### config.mk
export PLATFORM = sky130hd
export DESIGN_NAME = adder_share_arbiter
export DESIGN_NICKNAME = d
export VERILOG_FILES = /design/src/rtl/adder_arb_pkg.sv /design/src/rtl/adder_slice.sv /design/src/rtl/adder_share_arbiter.sv
export SDC_FILE = /design/constraint.sdc
export NUM_CORES = 1
export LEC_CHECK = 0
export BUFFER_PORTS_ARGS = -buffer_cell sky130_fd_sc_hd__buf_2
export CORE_MARGIN = 5
export CORE_UTILIZATION = 45
export CTS_CLUSTER_SIZE = 40
export DETAILED_ROUTE_END_ITERATION = 10
export MAX_ROUTING_LAYER = met4
export PLACE_DENSITY = 0.89
export SYNTH_ARGS = -nofsm -noshare
export SYNTH_HDL_FRONTEND = slang
export SYNTH_SLANG_ARGS = --single-unit
### constraint.sdc
create_clock -name clk -period 2.8 [get_ports clk]
set_input_delay 0.84 -clock clk [delete_from_list [all_inputs] [get_ports clk]]
set_output_delay 0.84 -clock clk [all_outputs]
set_load 0.005 [all_outputs]
### src/rtl/adder_arb_pkg.sv
// -----------------------------------------------------------------------------
// adder_arb_pkg
//   Shared definitions for the adder-sharing round-robin arbiter.
//   - state_t   : response FSM encoding (ST_IDLE, ST_HOLD)
//   - OPW_DEF   : default operand width
//   - MAX_REQ   : upper bound on requesters supported by rr_pick
//   - rr_pick() : round-robin winner search starting after ptr
// -----------------------------------------------------------------------------
package adder_arb_pkg;

   typedef enum logic {
      ST_IDLE = 1'b0,
      ST_HOLD = 1'b1
   } state_t;

   localparam int unsigned OPW_DEF = 2;
   localparam int unsigned MAX_REQ = 8;

   // Returns the first index after ptr (wrapping modulo n) whose valid bit is
   // set. With no valid bit set the result is 0; callers qualify it with
   // |valid before use.
   function automatic int unsigned rr_pick(input logic [MAX_REQ-1:0] valid,
                                           input int unsigned         ptr,
                                           input int unsigned         n);
      int unsigned pick;
      int unsigned idx;
      logic        found;
      pick  = 0;
      found = 1'b0;
      for (int unsigned k = 1; k <= MAX_REQ; k++) begin
         if ((k <= n) && !found) begin
            idx = (ptr + k) % n;
            if (valid[idx]) begin
               pick  = idx;
               found = 1'b1;
            end
         end
      end
      return pick;
   endfunction

endpackage

### src/rtl/adder_slice.sv
// -----------------------------------------------------------------------------
// adder_slice
//   Combinational unsigned adder shared by all requesters.
//   Ports:
//     a  in  W    operand A
//     b  in  W    operand B
//     s  out W+1  a + b, carry in the MSB (cannot overflow)
// -----------------------------------------------------------------------------
module adder_slice
   import adder_arb_pkg::*;
#(
   parameter int unsigned W = OPW_DEF
) (
   input  logic [W-1:0] a,
   input  logic [W-1:0] b,
   output logic [W:0]   s
);

   assign s = {1'b0, a} + {1'b0, b};

endmodule

### src/rtl/adder_share_arbiter.sv
// -----------------------------------------------------------------------------
// adder_share_arbiter
//   Round-robin scheduler that shares one adder_slice between NUM_REQ
//   requesters. One operand pair is accepted per cycle over valid/ready; the
//   sum and the winner's index are registered and returned on a single
//   valid/ready response channel with one cycle of latency. Back-to-back
//   operation sustains one result per cycle.
//
//   Optional feature: define ADDER_ARB_STATS_EN to add the op_count port, a
//   saturating count of accepted responses.
//
//   Ports:
//     clk        in   1             clock, rising edge
//     rst_n      in   1             synchronous active-low reset
//     req_valid  in   NUM_REQ       per-requester operand valid
//     req_ready  out  NUM_REQ       per-requester accept, one-hot or zero
//     req_a      in   NUM_REQ*OPW   operand A, requester i at [i*OPW +: OPW]
//     req_b      in   NUM_REQ*OPW   operand B, same packing
//     rsp_valid  out  1             registered result valid
//     rsp_ready  in   1             consumer accepts result
//     rsp_sum    out  OPW+1         a+b of the granted request
//     rsp_id     out  IDW           index of the requester that produced rsp_sum
//     busy       out  1             rsp_valid or any req_valid high
//     op_count   out  CNT_W         completed responses, saturating
//                                   (ADDER_ARB_STATS_EN only)
// -----------------------------------------------------------------------------
module adder_share_arbiter
   import adder_arb_pkg::*;
#(
   parameter int unsigned NUM_REQ = 4,
   parameter int unsigned OPW     = OPW_DEF,
   parameter int unsigned CNT_W   = 8,
   localparam int unsigned IDW    = $clog2(NUM_REQ)
) (
   input  logic                   clk,
   input  logic                   rst_n,
   input  logic [NUM_REQ-1:0]     req_valid,
   output logic [NUM_REQ-1:0]     req_ready,
   input  logic [NUM_REQ*OPW-1:0] req_a,
   input  logic [NUM_REQ*OPW-1:0] req_b,
   output logic                   rsp_valid,
   input  logic                   rsp_ready,
   output logic [OPW:0]           rsp_sum,
   output logic [IDW-1:0]         rsp_id,
   output logic                   busy
`ifdef ADDER_ARB_STATS_EN
   ,
   output logic [CNT_W-1:0]       op_count
`endif
);

   state_t         state;
   logic [IDW-1:0] rr_ptr;
   logic [IDW-1:0] winner;
   logic           any_valid;
   logic           can_accept;
   logic           grant;
   logic [OPW-1:0] a_sel;
   logic [OPW-1:0] b_sel;
   logic [OPW:0]   sum_w;

   assign any_valid = |req_valid;

   // A held result blocks acceptance unless the consumer drains it this cycle.
   assign can_accept = (state == ST_IDLE) || ((state == ST_HOLD) && rsp_ready);

   // Reset gates grant so req_ready is low for as long as rst_n is low.
   assign grant = rst_n && any_valid && can_accept;

   assign winner = IDW'(rr_pick(MAX_REQ'(req_valid), 32'(rr_ptr), NUM_REQ));

   assign a_sel = req_a[winner*OPW +: OPW];
   assign b_sel = req_b[winner*OPW +: OPW];

   adder_slice #(
      .W (OPW)
   ) u_slice (
      .a (a_sel),
      .b (b_sel),
      .s (sum_w)
   );

   always_comb begin
      req_ready = '0;
      if (grant) begin
         req_ready[winner] = 1'b1;
      end
   end

   always_ff @(posedge clk) begin
      if (!rst_n) begin
         state     <= ST_IDLE;
         rsp_valid <= 1'b0;
         rsp_sum   <= '0;
         rsp_id    <= '0;
         rr_ptr    <= IDW'(NUM_REQ - 1);
      end else begin
         case (state)
            ST_IDLE: begin
               if (grant) begin
                  state     <= ST_HOLD;
                  rsp_valid <= 1'b1;
                  rsp_sum   <= sum_w;
                  rsp_id    <= winner;
                  rr_ptr    <= winner;
               end
            end
            ST_HOLD: begin
               if (grant) begin
                  // Consumer takes the current result while the next one loads.
                  state     <= ST_HOLD;
                  rsp_valid <= 1'b1;
                  rsp_sum   <= sum_w;
                  rsp_id    <= winner;
                  rr_ptr    <= winner;
               end else if (rsp_ready) begin
                  state     <= ST_IDLE;
                  rsp_valid <= 1'b0;
               end
            end
            default: begin
               state     <= ST_IDLE;
               rsp_valid <= 1'b0;
            end
         endcase
      end
   end

   assign busy = rsp_valid || any_valid;

`ifdef ADDER_ARB_STATS_EN
   always_ff @(posedge clk) begin
      if (!rst_n) begin
         op_count <= '0;
      end else if (rsp_valid && rsp_ready && (op_count != '1)) begin
         op_count <= op_count + 1'b1;
      end
   end
`endif

endmodule

==> reports/results.txt <==
status - finished clean
DRC Markers - 0
GPL Wtd Cong - 0.859
Comb power frac - 43.8%
largest cells by area after synthesis - dfxtp_1 25%, a32oi_2 9.0%, nand2_1 6.2%, nand3_1 5.5%, a32oi_1 4.8%
IO Port Bufs - 33
Die Wd - 50.1 µm
Clk pwr share - 21.9%
FP Rows - 14
worst setup margin - 0.0722 ns
top-area cell type share of the netlist area - 24.9%
met1 GRT Util - 20.0%
Seq/Total Area, Yosys - 24.9%
setup tns final - 0 ns
Final min period - 2.73 ns
Synth Area per Inst - 8.51 µm²
period utilisation layout - 97.4%
Flop pwr share - 34.3%
CTS tree - done
yosys warns - 0
setup violators final - 0
CP startpoint kind - input port
HPWL Detailed - 1.46 mm
final hold slack - 0.454 ns
first-pass GRT wire length - 3.10 mm
Final #Nets - 151
CP Max Fanout - 7
average wire per standard cell - 13.1 µm
initial antenna violation count - 0
Fin Clk Skew - 0.000540 ns
CTS Hold Bufs - 0
clk slew on worst S/H paths - 0.06 ns
leakage - 0.454 nW
Die Height - 50.1 µm
total die area - 2510 µm²
routed wire length - 1.84 mm
Max IR drop VDD - 0.000279 V
vias in the first global route - 723
Place WS - 0.0303 ns
GRT Residual Overflow - 0
Starting Density - 47.5%
drt pass-1 iters - 4
Seq cells post-synth - 9
GR Layer Usage met2 - 23.0%
drt initial violations - 8
Longest Clk Path Bufs - 2
Peak Freq - 0.367 GHz
Inserted Clock Buffers - 3
Final Core Density - 63.7%
share of cells above drive strength 1 - 46.4%
htree depth - 1
post-route ant nets - 0
io pins - 34
area of the core - 1520 µm²
CP arrival - 1.89 ns
layer with the highest usage - met2
antenna cell count - 0
Worst Max-Slew Pin Slew - 0.319 ns
synth unique cells - 32
unrepaired setup endpoints after global routing - yes
vias per inst - 5.51
worst skew pair latency - 0.26 ns
Pint - 0.301 mW
CP Capture Type - output pin
largest net degree at the start of global routing - 11
Cell Count, Final, Fillers Out - 141
Synth area leader - dfxtp_1
Critical Path RT - 1.96 ns
Cell Area, Synth - 723 µm²
Layout area overhead - 34.3%
Mapped Cells - 85
CTS sink count - 9
fillers - 151
Total Routing Usage GR - 15.6%
Via Count - 777
NetSw - 0.165 mW
met3 Use GR - 3.92%
Placed Cells - 135
Fin. Hold Viols - 0
Max-slew headroom - 78.7%
post-synth net total - 110
Final Slew Violations - 0
Net Sw Frac - 35.3%
root buffer cell - clkbuf_4
Hold Crit Class - flop to flop
Pwr Density - 480 nW/µm²
Worst Setup Path Type - input port to output pin
Max Cap Viol - 0
-- Yosys cell counts, drive strengths merged --
| cell type | n |
|---|---|
| a21oi | 2 |
| dfxtp | 9 |
| buf | 2 |
| mux2i | 1 |
| o21ai | 9 |
| and2 | 1 |
| o21bai | 1 |
| nor2 | 3 |
| nand2 | 12 |
| clkbuf | 2 |
| nor3 | 4 |
| or2 | 1 |
| fa | 1 |
| ha | 1 |
| a21bo | 1 |
| and3b | 1 |
| o211a | 2 |
| a21o | 1 |
| nor2b | 3 |
| a32oi | 8 |
| a2bb2oi | 1 |
| nand2b | 4 |
| a21boi | 6 |
| nor4 | 1 |
| nand3 | 8 |
-- per-layer routing --
metal | up-vias | wire [µm]
met3 | 3 | 139
met5 | - | 0
met1 | 348 | 830
met2 | 27 | 843
met4 | 0 | 29
li1 | 399 | -
-- cells in the final DEF (no fill, tap or decap), types with 2 or more instances in the layout --
cell / n
buf_2: 33
nand2_1: 12
dfxtp_1: 9
nand3_1: 8
buf_4: 7
o21ai_1: 5
nand2b_1: 4
o21ai_0: 4
a32oi_1: 4
a32oi_2: 4
a21boi_1: 4
clkbuf_4: 3
a21boi_0: 2
o211a_1: 2
nor2b_1: 2
nor2_2: 2
nor3_2: 2
nor3_1: 2
-- worst max-delay path: stages --
cell and delay [ns]:
buf_2 0.12, nor2b_2 0.17, o21bai_2 0.30, and2_4 0.28, nor3_2 0.06, buf_2 0.12
-- cell families (layout without fill, tap and decap cells) --
group | Yosys count | count (layout) | share of synthesized area (%)
buffers and inverters | 4 | 44 | 3.29
AO/OA/AOI/OAI | 31 | 31 | 37.0
flip-flops | 9 | 9 | 24.9
multiplexers | 1 | 1 | 1.38
adder cells (fa/ha/maj) | 2 | 2 | 4.50
AND/OR/NAND/NOR | 38 | 38 | 28.9
-- cell type report --
class	instances	area, µm²	area share (%)
timing repair buffer	40	218	22.4
multi-input combinational	72	527	54.3
clock buffer	4	26.3	2.71
tap	16	20.0	2.06
sequential	9	180	18.6
-- per-stage QoR --
stage	area, µm²	power [mW]
5_1_grt	971	0.506
3_3_place_gp	922	0.353
4_1_cts	948	0.462
6_report	971	0.466
2_1_floorplan	723	0.295
3_5_place_dp	922	0.359
-- flip-flops by register name, indices dropped and copies added, names as in the netlist --
name,flops
rsp_sum,3
rr_ptr,2
rsp_id,2
state,1
rsp_valid,1
-- path summary, 6_finish.rpt --
| kind | cells past startpoint | start | to | slack, ns |
|---|---|---|---|---|
| max | 6 | req_valid[1] | req_ready[3] | 0.07 |
| min | 2 | rsp_sum[2]$_SDFFE_PN0P_ | rsp_sum[2]$_SDFFE_PN0P_ | 0.45 |
| max reg2reg | 8 | rr_ptr[1]$_SDFFE_PN1P_ | rsp_sum[1]$_SDFFE_PN0P_ | 0.56 |
| min reg2reg | 2 | rsp_sum[2]$_SDFFE_PN0P_ | rsp_sum[2]$_SDFFE_PN0P_ | 0.45 |
-- power groups by stage --
stage / clock (mW) / combinational [mW] / sequential (mW)
6_report: 0.102 / 0.204 / 0.160
5_1_grt: 0.114 / 0.227 / 0.164
4_1_cts: 0.105 / 0.197 / 0.160
3_5_place_dp: 0 / 0.196 / 0.163
3_3_place_gp: 0 / 0.192 / 0.161
2_1_floorplan: 0 / 0.133 / 0.162
-- repair_timing --
action | in CTS | in global routing
setup buffers | 0 | 2
setup endpoints to repair | 0 | 4
gates resized for setup | 0 | 3
Power figures use the tool's default switching activity.
